--- src/rtl/pipeline_hazard_ctrl.sv ---
// Stall/flush controller for the 5-stage pipeline; control outputs are combinational (0-cycle latency).
// Backpressure: dmem/imem waits and load-use hazards hold or bubble the upstream pipeline registers.
module pipeline_hazard_ctrl #(
  parameter int MEM_TIMEOUT = 255,
  parameter int CNT_W       = 32
) (
  input  logic             clk,
  input  logic             reset,
  input  logic [4:0]       id_rs1,
  input  logic [4:0]       id_rs2,
  input  logic             id_rs1_ren,
  input  logic             id_rs2_ren,
  input  logic             ex_mem_read,
  input  logic [4:0]       ex_rd,
  input  logic             ex_redirect,
  input  logic             mem_req,
  input  logic             dmem_ready,
  input  logic             imem_ready,
  output logic             pc_en,
  output logic             redirect_take,
  output logic             if_id_valid,
  output logic             if_id_flush,
  output logic             id_ex_valid,
  output logic             id_ex_flush,
  output logic             ex_mem_valid,
  output logic             ex_mem_flush,
  output logic             mem_wb_valid,
  output logic             mem_wb_flush,
  output logic             mem_timeout_err,
  output logic [CNT_W-1:0] stall_cycles,
  output logic [CNT_W-1:0] flush_events
);

  localparam logic [1:0] RUN       = 2'd0;
  localparam logic [1:0] DMEM_WAIT = 2'd1;
  localparam logic [1:0] ERROR     = 2'd2;

  localparam logic [15:0]      TIMEOUT_W = 16'(MEM_TIMEOUT);
  localparam logic [CNT_W-1:0] CNT_MAX   = '1;
  localparam logic [CNT_W-1:0] CNT_ONE   = {{(CNT_W-1){1'b0}}, 1'b1};

  logic [1:0]  fsm;
  logic [15:0] wait_cnt;
  logic        drop_pending;

  logic dmem_stall;
  logic load_use;
  logic take_redirect;
  logic take_drop;

  assign dmem_stall = !dmem_ready && ((fsm == RUN && mem_req) || fsm == DMEM_WAIT);
  assign load_use   = ex_mem_read && (ex_rd != 5'd0) &&
                      ((id_rs1_ren && id_rs1 == ex_rd) || (id_rs2_ren && id_rs2 == ex_rd));

  // Rule decisions that also feed state updates; ERROR and dmem stall mask everything below.
  assign take_redirect = reset && (fsm != ERROR) && !dmem_stall && ex_redirect;
  assign take_drop     = reset && (fsm != ERROR) && !dmem_stall && !ex_redirect &&
                         !load_use && drop_pending && imem_ready;

  always_comb begin
    pc_en         = 1'b0;
    redirect_take = 1'b0;
    if_id_valid   = 1'b0;
    if_id_flush   = 1'b0;
    id_ex_valid   = 1'b0;
    id_ex_flush   = 1'b0;
    ex_mem_valid  = 1'b0;
    ex_mem_flush  = 1'b0;
    mem_wb_valid  = 1'b0;
    mem_wb_flush  = 1'b0;
    if (!reset) begin
      if_id_flush  = 1'b1;
      id_ex_flush  = 1'b1;
      ex_mem_flush = 1'b1;
      mem_wb_flush = 1'b1;
    end else if (fsm == ERROR || dmem_stall) begin
      mem_wb_flush = 1'b1;
    end else if (ex_redirect) begin
      redirect_take = 1'b1;
      pc_en         = 1'b1;
      if_id_flush   = 1'b1;
      id_ex_flush   = 1'b1;
      ex_mem_valid  = 1'b1;
      mem_wb_valid  = 1'b1;
    end else if (load_use) begin
      id_ex_flush  = 1'b1;
      ex_mem_valid = 1'b1;
      mem_wb_valid = 1'b1;
    end else if (take_drop || !imem_ready) begin
      if_id_flush  = 1'b1;
      id_ex_valid  = 1'b1;
      ex_mem_valid = 1'b1;
      mem_wb_valid = 1'b1;
    end else begin
      pc_en        = 1'b1;
      if_id_valid  = 1'b1;
      id_ex_valid  = 1'b1;
      ex_mem_valid = 1'b1;
      mem_wb_valid = 1'b1;
    end
  end

  always_ff @(posedge clk) begin
    if (!reset) begin
      fsm             <= RUN;
      wait_cnt        <= 16'd0;
      mem_timeout_err <= 1'b0;
    end else begin
      case (fsm)
        RUN: begin
          if (mem_req && !dmem_ready) begin
            fsm      <= DMEM_WAIT;
            wait_cnt <= 16'd1;
          end
        end
        DMEM_WAIT: begin
          if (dmem_ready) begin
            fsm      <= RUN;
            wait_cnt <= 16'd0;
          end else if (wait_cnt == TIMEOUT_W) begin
            fsm             <= ERROR;
            mem_timeout_err <= 1'b1;
          end else begin
            wait_cnt <= wait_cnt + 16'd1;
          end
        end
        default: fsm <= ERROR;
      endcase
    end
  end

  // A redirect during an outstanding fetch leaves a stale instruction in flight to discard.
  always_ff @(posedge clk) begin
    if (!reset) begin
      drop_pending <= 1'b0;
    end else if (take_redirect && !imem_ready) begin
      drop_pending <= 1'b1;
    end else if (take_drop) begin
      drop_pending <= 1'b0;
    end
  end

  always_ff @(posedge clk) begin
    if (!reset) begin
      stall_cycles <= '0;
      flush_events <= '0;
    end else begin
      if (fsm != ERROR && !pc_en && stall_cycles != CNT_MAX) begin
        stall_cycles <= stall_cycles + CNT_ONE;
      end
      if (redirect_take && flush_events != CNT_MAX) begin
        flush_events <= flush_events + CNT_ONE;
      end
    end
  end

endmodule

--- config.mk ---
export PLATFORM = sky130hd
export DESIGN_NAME = pipeline_hazard_ctrl
export DESIGN_NICKNAME = d
export VERILOG_FILES = /design/src/rtl/pipeline_hazard_ctrl.sv
export SDC_FILE = /design/constraint.sdc
export NUM_CORES = 1
export LEC_CHECK = 0
export BUFFER_PORTS_ARGS = -buffer_cell sky130_fd_sc_hd__buf_2
export CORE_MARGIN = 8
export CORE_UTILIZATION = 45
export CTS_CLUSTER_SIZE = 30
export DETAILED_ROUTE_END_ITERATION = 8
export PLACE_DENSITY = 0.79
export SYNTH_ARGS = -nofsm -noshare
export SYNTH_HDL_FRONTEND = slang
export SYNTH_SLANG_ARGS = --single-unit
export TNS_END_PERCENT = 1
--- constraint.sdc ---
create_clock -name clk -period 2.3 [get_ports clk]
set_input_delay 0.46 -clock clk [delete_from_list [all_inputs] [get_ports clk]]
set_output_delay 0.46 -clock clk [all_outputs]
set_load 0.02 [all_outputs]
==> out/metrics.yaml <==
status: "completed"
worstMarginPinSlew_ns: 0.547
yosysTopAreaCell: "dfxtp_1"
dieWidth_um: 116
grt_max_degree: 46
synthSimpleGateAreaFrac_pct: 35.2
coreArea_sq_mm: 0.00973
via_per_inst: 5.74
synth_fa_ha_area_share_pct: 0.835
synth-compound-area-share_pct: 9.07
regToRegStartpoint: "stall_cycles[13]$_SDFFE_PN0P_"
whs_path_depth: 2
ys_warn_count: 0
slew_headroom_pct: 63.2
crit_fanout: 3
clk-insertion-delay-late_ns: 0.35
synth_common_cells: "dfxtp_1, nor2_1, nand2_1"
muxShareOfSynthArea_pct: 3.79
cts_buffers: 9
fin_nets: 701
holdPathEnd: "drop_pending$_SDFFE_PN0P_"
synth_top_area_share_pct: 37.4
clock_skew_ns: 0.0129
cp_data_required_time_ns: 1.84
powerDensity_mw_per_mm2: 524
cp_data_arrival_time_ns: 1.84
fmax_ghz: 0.435
rows: 36
grt.overflow.total: 0
yosysUniqueCellTypes: 48
worstHoldPathType: "input pin to register"
min_from: "imem_ready"
diodes: 0
wl_um: 12900
worstSetupStartpointType: "input pin"
stdcell_count: 812
route.detailed.drc: 0
p_leak_nw: 2.27
drive_gt1_share_pct: 26.5
start_util_pct: 46.2
wl_per_cell_um: 15.9
grt_use_total_pct: 18.7
die_h_um: 116
cts_sinks: 84
gp_congestion: 0.983
seq_area_frac_synth_pct: 37.4
ys_seq_elements: 84
synth_edf_count: 0
hold_viol_final: 0
synth-xor-area-share_pct: 9.16
drt_iter0_markers: 342
synth-async-reset-ratio_pct: 0
synth_fp_nets: 583
grt_pass1_wl_um: 20600
boundaryPins: 99
netlist_instances: 556
dp.cells: 792
root_buffer: "clkbuf_8"
setup_viol: 0
portBuffers: 98
timing.setup.tns_ns: 0
synth_area_per_cell_sq_um: 8.09
antenna_found_initial: 0
r2r_slack_ns: 0.11
maxSlewViolCount: 0
synth.most_common_cell: "dfxtp_1"
area_growth_pct: 25.7
die_area_sq_mm: 0.0134
reg2reg_depth: 6
cts.htree.levels: 3
yosys-top-cells-area: "dfxtp_1, nand4_1, nor2_1"
syn_area_sq_mm: 0.00450
rsz0062_at_grt: "yes"
rr_endpoint: "stall_cycles[30]$_SDFFE_PN0P_"
fin_crit_ns: 2.30
power_mw: 2.96
criticalPathCategory: "input pin to output port"
firstDrtPassIters: 6
num_vias: 4664
grt_pass1_vias: 4427
clk_path_buf_depth: 2
dpl.hpwl_um: 9210
cts_tree: "done"
synth_top_family_by_area: "simple AND/OR/NAND/NOR gates"
drv_cap: 0
end_kind: "output port"
antenna_left: 0
path_clk_slew_ns: 0.08
synth_flop_cell: "dfxtp_1"
vdd_ir_drop_max_mv: 0.412
final.period_utilization_pct: 100
## kinds of logic after synthesis
logic type / Yosys count
xor gates and xnor gates: 47
buffers and inverters: 44
AOI/OAI and AO/OA: 68
and+or+nand+nor: 293
DFF: 84
muxes: 17
adders and majority gates: 3
## critical path: stages
cell and delay (ns):
buf_6 0.09, or4_4 0.54, o21ai_4 0.23, nor2b_4 0.08, o21a_1 0.17, o21ai_1 0.11
buf_4 0.16
## routing by layer
metal | track usage (%) | wire length (um) | vias to the layer above
met1 | 21.3 | 5170 | 2204
met5 | 0 | 0 | -
met3 | 4.17 | 787 | 45
met2 | 32.2 | 6450 | 178
li1 | - | - | 2237
met4 | 9.59 | 490 | 0
## registers in the layout (all words and copies together) (netlist names)
| register | flops |
|---|---|
| drop_pending | 1 |
| fsm | 2 |
| mem_timeout_err | 1 |
| flush_events | 32 |
| stall_cycles | 32 |
| wait_cnt | 16 |
## placed cells by master (no fill, tap or decap), types with 3 or more instances in the layout
cell      Yosys  layout
and4_1        7       7
buf_2         5      93
or4_1         9       7
nor4_1       10      10
o31ai_1       6       6
nand3_1      35      35
buf_6         2       7
clkbuf_8      0      11
mux2i_1      17      17
or3_1        17      17
nand2b_1     14      13
a21oi_1      25      24
nor2_1       59      57
nand2_1      47      47
and2_1        8       7
nand4_1      38      38
buf_4         5      39
xor2_1       25      25
dfxtp_1      84      81
o21ai_0      22      21
xnor2_1      22      22
inv_1        11      11
nor3_1       20      18
and3_1       13      13
ha_1          3       3
## through the flow
step                hold slack (ns)  instance area, sq um  util (%)  worst slack, ns
floorplan                     0.458                  4500         -          -0.0550
global placement              0.453                  5280      54.2          -0.0914
CTS                           0.294                  5580      57.3          -0.0119
detailed placement            0.466                  5280      54.2          -0.0968
finish                        0.302                  5650      58.1         0.000949
global route                  0.297                  5650      58.1          -0.0693
## worst max path at each step
stage / startpoint / end / cells past startpoint
detailed placement: ex_rd[1] / pc_en / 6
global placement: ex_rd[1] / pc_en / 6
finish: ex_rd[2] / if_id_flush / 7
global route: ex_rd[3] / if_id_flush / 7
floorplan: dmem_ready / mem_wb_valid / 4
CTS: ex_rd[1] / pc_en / 6
## cell type report
cell class / instances / area (sq um)
Multi-Input combinational cell: 428 / 2690
Inverter: 12 / 45.0
Sequential cell: 84 / 1690
Timing Repair Buffer: 139 / 837
Tap cell: 133 / 166
Fill cell: 870 / 4080
Clock inverter: 3 / 68.8
Clock buffer: 13 / 159
## what timing repair did
action | CTS | global route
setup buffers | 4 | 0
gates resized for setup | 13 | 18
hold buffers | 0 | 0
pin swaps | 3 | 4
endpoints found under the setup margin | 6 | 19
## report_power, final
part           switching (mW)  internal, mW  total (mW)
logic                   0.174         0.119       0.293
registers              0.0123          1.47        1.48
clock network           0.515         0.674        1.19
Power figures use the tool's default switching activity.
